## config.mk

```make
export PLATFORM = sky130hd
export DESIGN_NAME = irq_request_latch_flat
export DESIGN_NICKNAME = d
export VERILOG_FILES = /design/src/rtl/irq_request_latch_if.sv /design/src/rtl/irq_request_latch.sv /design/src/flat_wrapper.sv
export SDC_FILE = /design/constraint.sdc
export NUM_CORES = 1
export LEC_CHECK = 0
export CAP_MARGIN = 20
export CORE_ASPECT_RATIO = 1.1
export CORE_MARGIN = 5
export CORE_UTILIZATION = 30
export CTS_CLUSTER_DIAMETER = 150
export DETAILED_ROUTE_END_ITERATION = 7
export GPL_ROUTABILITY_DRIVEN = 0
export GPL_TIMING_DRIVEN = 0
export SYNTH_ARGS = -nofsm -noshare
export SYNTH_HDL_FRONTEND = slang
export SYNTH_SLANG_ARGS = --single-unit
export TNS_END_PERCENT = 10
```

## constraint.sdc

```tcl
create_clock -name clk -period 3 [get_ports clk]
set_input_delay 0.45 -clock clk [delete_from_list [all_inputs] [get_ports clk]]
set_output_delay 0.45 -clock clk [all_outputs]
set_load 0.02 [all_outputs]
```

## src/rtl/irq_request_latch_if.sv

```systemverilog
// irq_request_latch_if: request, mask, clear and offer/accept handshake bundle.
interface irq_request_latch_if #(
    parameter int N    = 4,
    parameter int IDXW = 2
);
    logic [N-1:0]    req_in;
    logic [N-1:0]    mask;
    logic            clr_all;
    logic            out_ready;
    logic            out_valid;
    logic [IDXW-1:0] out_idx;
    logic [N-1:0]    pending;
    logic [N-1:0]    overrun;
    modport master (
        output req_in, mask, clr_all, out_ready,
        input  out_valid, out_idx, pending, overrun
    );
    modport slave (
        input  req_in, mask, clr_all, out_ready,
        output out_valid, out_idx, pending, overrun
    );
endinterface

```

## src/rtl/irq_request_latch.sv

```systemverilog
// irq_request_latch: edge-detected sticky request latch offering the lowest eligible index over valid/ready.
module irq_request_latch #(
    parameter int N    = 4,
    parameter int IDXW = 2
) (
    input logic                clk,
    input logic                rst_n,
    irq_request_latch_if.slave bus
);
    typedef enum logic {IDLE, OFFER} state_t;
    state_t          state, state_d;
    logic [N-1:0]    req_q, rise, elig, served, pending_d, overrun_d;
    logic [IDXW-1:0] first_idx, out_idx_d;
    logic            accept, out_valid_d;
    assign rise      = bus.req_in & ~req_q;
    assign elig      = bus.pending & bus.mask;
    assign accept    = state == OFFER && bus.out_ready && !bus.clr_all;
    assign served    = accept ? (N'(1) << bus.out_idx) : '0;
    // a rise on the bit being served wins, so the request is kept and not counted as overrun
    assign pending_d = bus.clr_all ? '0 : rise | (bus.pending & ~served);
    assign overrun_d = bus.clr_all ? '0 : bus.overrun | (rise & bus.pending & ~served);
    always_comb begin
        first_idx = '0;
        for (int i = N - 1; i >= 0; i--)
            if (elig[i]) first_idx = IDXW'(i);
    end
    always_ff @(posedge clk)
        state <= !rst_n ? IDLE : state_d;
    always_comb begin
        state_d = state == IDLE ? ((|elig && !bus.clr_all) ? OFFER : IDLE)
                                : ((bus.clr_all || bus.out_ready) ? IDLE : OFFER);
    end
    always_comb begin
        out_valid_d = state_d == OFFER;
        out_idx_d   = (state == IDLE && state_d == OFFER) ? first_idx : bus.out_idx;
    end
    always_ff @(posedge clk) begin
        if (!rst_n) begin
            req_q         <= '0;
            bus.pending   <= '0;
            bus.overrun   <= '0;
            bus.out_valid <= 1'b0;
            bus.out_idx   <= '0;
        end else begin
            req_q         <= bus.req_in;
            bus.pending   <= pending_d;
            bus.overrun   <= overrun_d;
            bus.out_valid <= out_valid_d;
            bus.out_idx   <= out_idx_d;
        end
    end
endmodule
```

## src/flat_wrapper.sv

```systemverilog
// flat-port wrapper written by rule: the top's interface ports become plain ports
module irq_request_latch_flat 
#(
    parameter int N    = 4,
    parameter int IDXW = 2
)
  (clk, rst_n, bus_req_in, bus_mask, bus_clr_all, bus_out_ready, bus_out_valid, bus_out_idx, bus_pending, bus_overrun);
  irq_request_latch_if #(.N(N), .IDXW(IDXW)) bus_i ();
  input logic clk;
  input logic rst_n;
  input wire logic [$bits(bus_i.req_in)-1:0] bus_req_in;
  input wire logic [$bits(bus_i.mask)-1:0] bus_mask;
  input wire logic [$bits(bus_i.clr_all)-1:0] bus_clr_all;
  input wire logic [$bits(bus_i.out_ready)-1:0] bus_out_ready;
  output wire logic [$bits(bus_i.out_valid)-1:0] bus_out_valid;
  output wire logic [$bits(bus_i.out_idx)-1:0] bus_out_idx;
  output wire logic [$bits(bus_i.pending)-1:0] bus_pending;
  output wire logic [$bits(bus_i.overrun)-1:0] bus_overrun;
  assign bus_i.req_in = bus_req_in;
  assign bus_i.mask = bus_mask;
  assign bus_i.clr_all = bus_clr_all;
  assign bus_i.out_ready = bus_out_ready;
  assign bus_out_valid = bus_i.out_valid;
  assign bus_out_idx = bus_i.out_idx;
  assign bus_pending = bus_i.pending;
  assign bus_overrun = bus_i.overrun;
  irq_request_latch #(.N(N), .IDXW(IDXW)) u_core (.clk(clk), .rst_n(rst_n), .bus(bus_i));
endmodule
```

==> summary.md <==
| Metric | Value |
|---|---|
| R2R cell count | `3` |
| Initial antenna violation count | `0` |
| Syn_area_per_cell | `8.89 sq um` |
| Unique masters post-synth | `22` |
| Hold WC Path Type | `reg2reg` |
| DIE AREA | `0.00301 sq mm` |
| Detailed-route wire length | `between 1000 and 1500 um` |
| Number of flops mapped to enable cells by yosys | `0` |
| WP data required | `2.55 ns` |
| Die Ht | `between 50 and 60 um` |
| Top cell type's share of synthesized area | `0.497` |
| WP buf/inv | `1` |
| Slew at the pin closest to its max-slew limit | `between 0.3 and 0.4 ns` |
| Synth-to-Final Area Change | `46.6%` |
| DRT Pass-1 Iters | `2` |
| Synth area leaders | `dfxtp_1 (50%), a21oi_1 (7.5%), inv_1 (6.2%)` |
| Final hold vios | `0` |
| Avg Vias per Cell | `around 4.5` |
| Maximum vdd drop | `between 200 and 250 uV` |
| Final Worst Setup Slack | `approximately 1.2 ns` |
| Core Footprint | `approximately 0.002 sq mm` |
| Fmax | `0.546 GHz` |
| H-tree lvl count | `1` |
| Clock Sinks | `15` |
| Final net count | `roughly 110` |
| CTS resizes | `0` |
| Setup Fix Bufs, Post-CTS | `0` |
| RSZ-0062 raised after global routing | `false` |
| Placement Cell Area | `about 860 sq um` |
| Status | `finished clean` |
| First-pass GRT wire length | `2440 um` |
| Clk buf depth | `2` |
| Critical path type | `reg2out` |
| Largest net degree at the start of global routing | `9` |
| RR Startpoint | `u_core.state` |
| CTS clk-pin slew, worst paths | `~0.090 ns` |
| Yosys warns | `0` |
| Hold EP | `u_core.bus.overrun[3]` |
| Latest clock arrival within the worst-skew pair | `around 0.28 ns` |
| Worst slack, placed | `1.21 ns` |
| # setup viols final | `0` |
| CTS buffer count | `3` |
| Ys async rst share | `0` |
| Hold Path Depth | `2` |
| Share of post-route cells with drive strength above 1 | `0.0426` |
| Ys flop type | `dfxtp_1` |
| Cell area power density | `429 mW/mm^2` |
| Syn nets | `80` |
| Core Rows | `17` |
| Post-synthesis sequential element count | `15` |
| IO Port Bufs | `22` |
| Synth Instances | `68` |
| Vias | `555` |
| Mean routed wirelength per cell | `about 12 um` |
| Vias in the first global route | `552` |
| Worst stage delay on the critical path | `between 0.6 and 0.7 ns` |
| Grt ovf | `0` |
| Core Util, Final | `0.453` |
| Cts hold-fix bufs | `0` |
| CP arrival | `1.38 ns` |
| Synth Cell Area | `between 600 and 700 sq um` |
| Final min period | `1.83 ns` |
| Critical path fanouts, max | `8` |
| MaxCap Viol Count | `0` |
| Clk root buf | `clkbuf_4` |
| Leak | `about 0.31 nW` |
| Hpwl dp | `1120 um` |
| Hold Path Origin | `u_core.bus.overrun[3]` |
| Worst path cell trace | `clkdlybuf4s50_1` |
| Die width | `between 50 and 60 um` |
| Top delay family on crit path | `buffers and inverters` |
| Rel. slew slack | `0.745` |
| Reg2Reg Capture Point | `u_core.bus.overrun[1]` |
| Antenna diode count | `0` |
| Initial Utilization | `0.309` |
| Post-route ant nets | `0` |
| FF/Latch Area | `around 300 sq um` |
| Fin crit share | `0.611` |
| Io pins | `23` |
| Final instance area | `around 890 sq um` |
| 1st-iter DRT viols | `4` |
| Multi-input logic area | `between 200 and 300 sq um` |
| CP max stage cell | `clkdlybuf4s50_1` |
| GR Util All Layers | `0.108` |
| Layout fillers | `around 220` |
| Crit start category | `flip-flop` |
| Worst Setup End Kind | `output pin` |
| Worst R2R Setup Slack | `1.86 ns` |
| Sum Neg Setup Slack | `0 ns` |
| Max-slew violations | `0` |
| TritonCTS clock tree | `done` |
| # DRC | `0` |
| Clock Skew | `about 0.0020 ns` |
| Post-synth top area cell | `dfxtp_1` |
| Power consumption | `0.000380 W` |
| Sequential area share after synthesis | `0.497` |
synthesized netlist by cell type, types with 4 or more instances:
library cell,n
o21ai_0,4
dfxtp_1,15
a21oi_1,9
nand2_1,7
and2_1,4
inv_1,10
o2111ai_1,4
worst max-delay path by stage:
| stage | from | end | slack (ns) | cells past startpoint |
|---|---|---|---|---|
| CTS | u_core.state | bus_out_valid | 1.15 | 1 |
| floorplan | u_core.state | u_core.bus.out_idx[0] | 1.83 | 3 |
| global placement | bus_clr_all | u_core.bus.overrun[1] | 1.24 | 4 |
| detailed placement | bus_clr_all | u_core.bus.overrun[1] | 1.21 | 4 |
| finish | u_core.state | bus_out_valid | 1.17 | 1 |
| global route | u_core.state | bus_out_valid | 1.10 | 1 |
through the flow:
stage	hold WS [ns]	instances
floorplan	0.466	68
global placement	0.434	118
detailed placement	0.438	118
CTS	0.452	122
global route	0.474	122
finish	0.448	122
metal layers:
metal,routed length [um],global-route usage,part of all wire,up-vias
met3,70,0.0261,0.048,2
met4,22,0.0547,0.015,0
met2,703,0.174,0.48,14
met5,0,0,0,-
met1,653,0.131,0.45,245
li1,-,-,-,294
state kept, by name, summed over array words and instances, names as in the netlist:
| name | cells |
|---|---|
| u_core.req_q | 4 |
| u_core.bus.pending | 4 |
| u_core.state | 1 |
| u_core.bus.out_idx | 2 |
| u_core.bus.overrun | 4 |
power by group:
part / switching [W] / total (W) / internal, W
Combinational: 0.0000245 / 0.0000537 / 0.0000292
Sequential: 0.00000575 / 0.000212 / 0.000206
Clock: 0.0000630 / 0.000115 / 0.0000515
cell type report:
type / instances / area share
sequential: 15 / 0.339
buffer: 1 / 0.00424
multi-input combinational: 42 / 0.297
timing repair buffer: 22 / 0.249
inverter: 10 / 0.0424
clock buffer: 4 / 0.0297
tap: 28 / 0.0395
logic make-up after synthesis:
kind of cell | synth area share
AOI/OAI and AO/OA | 0.265
buffers and inverters | 0.0683
DFF | 0.497
and+or+nand+nor | 0.170
layout by cell type (no fill, tap or decap):
master	instances
clkdlybuf4s50_1	22
nor2_1	1
nand2_1	7
and3b_1	1
o21ai_1	1
nand4b_1	1
a31o_1	1
o21ai_0	4
nor3b_1	1
clkbuf_1	2
inv_1	10
clkbuf_4	3
a21boi_1	1
o31ai_1	1
dfxtp_1	15
nand4bb_1	1
a21oi_1	9
and2_1	4
a22oi_1	1
nor3_1	1
o31a_1	1
nand2b_1	1
o2111ai_1	4
a221oi_2	1
(Power assumes the default switching activity.)
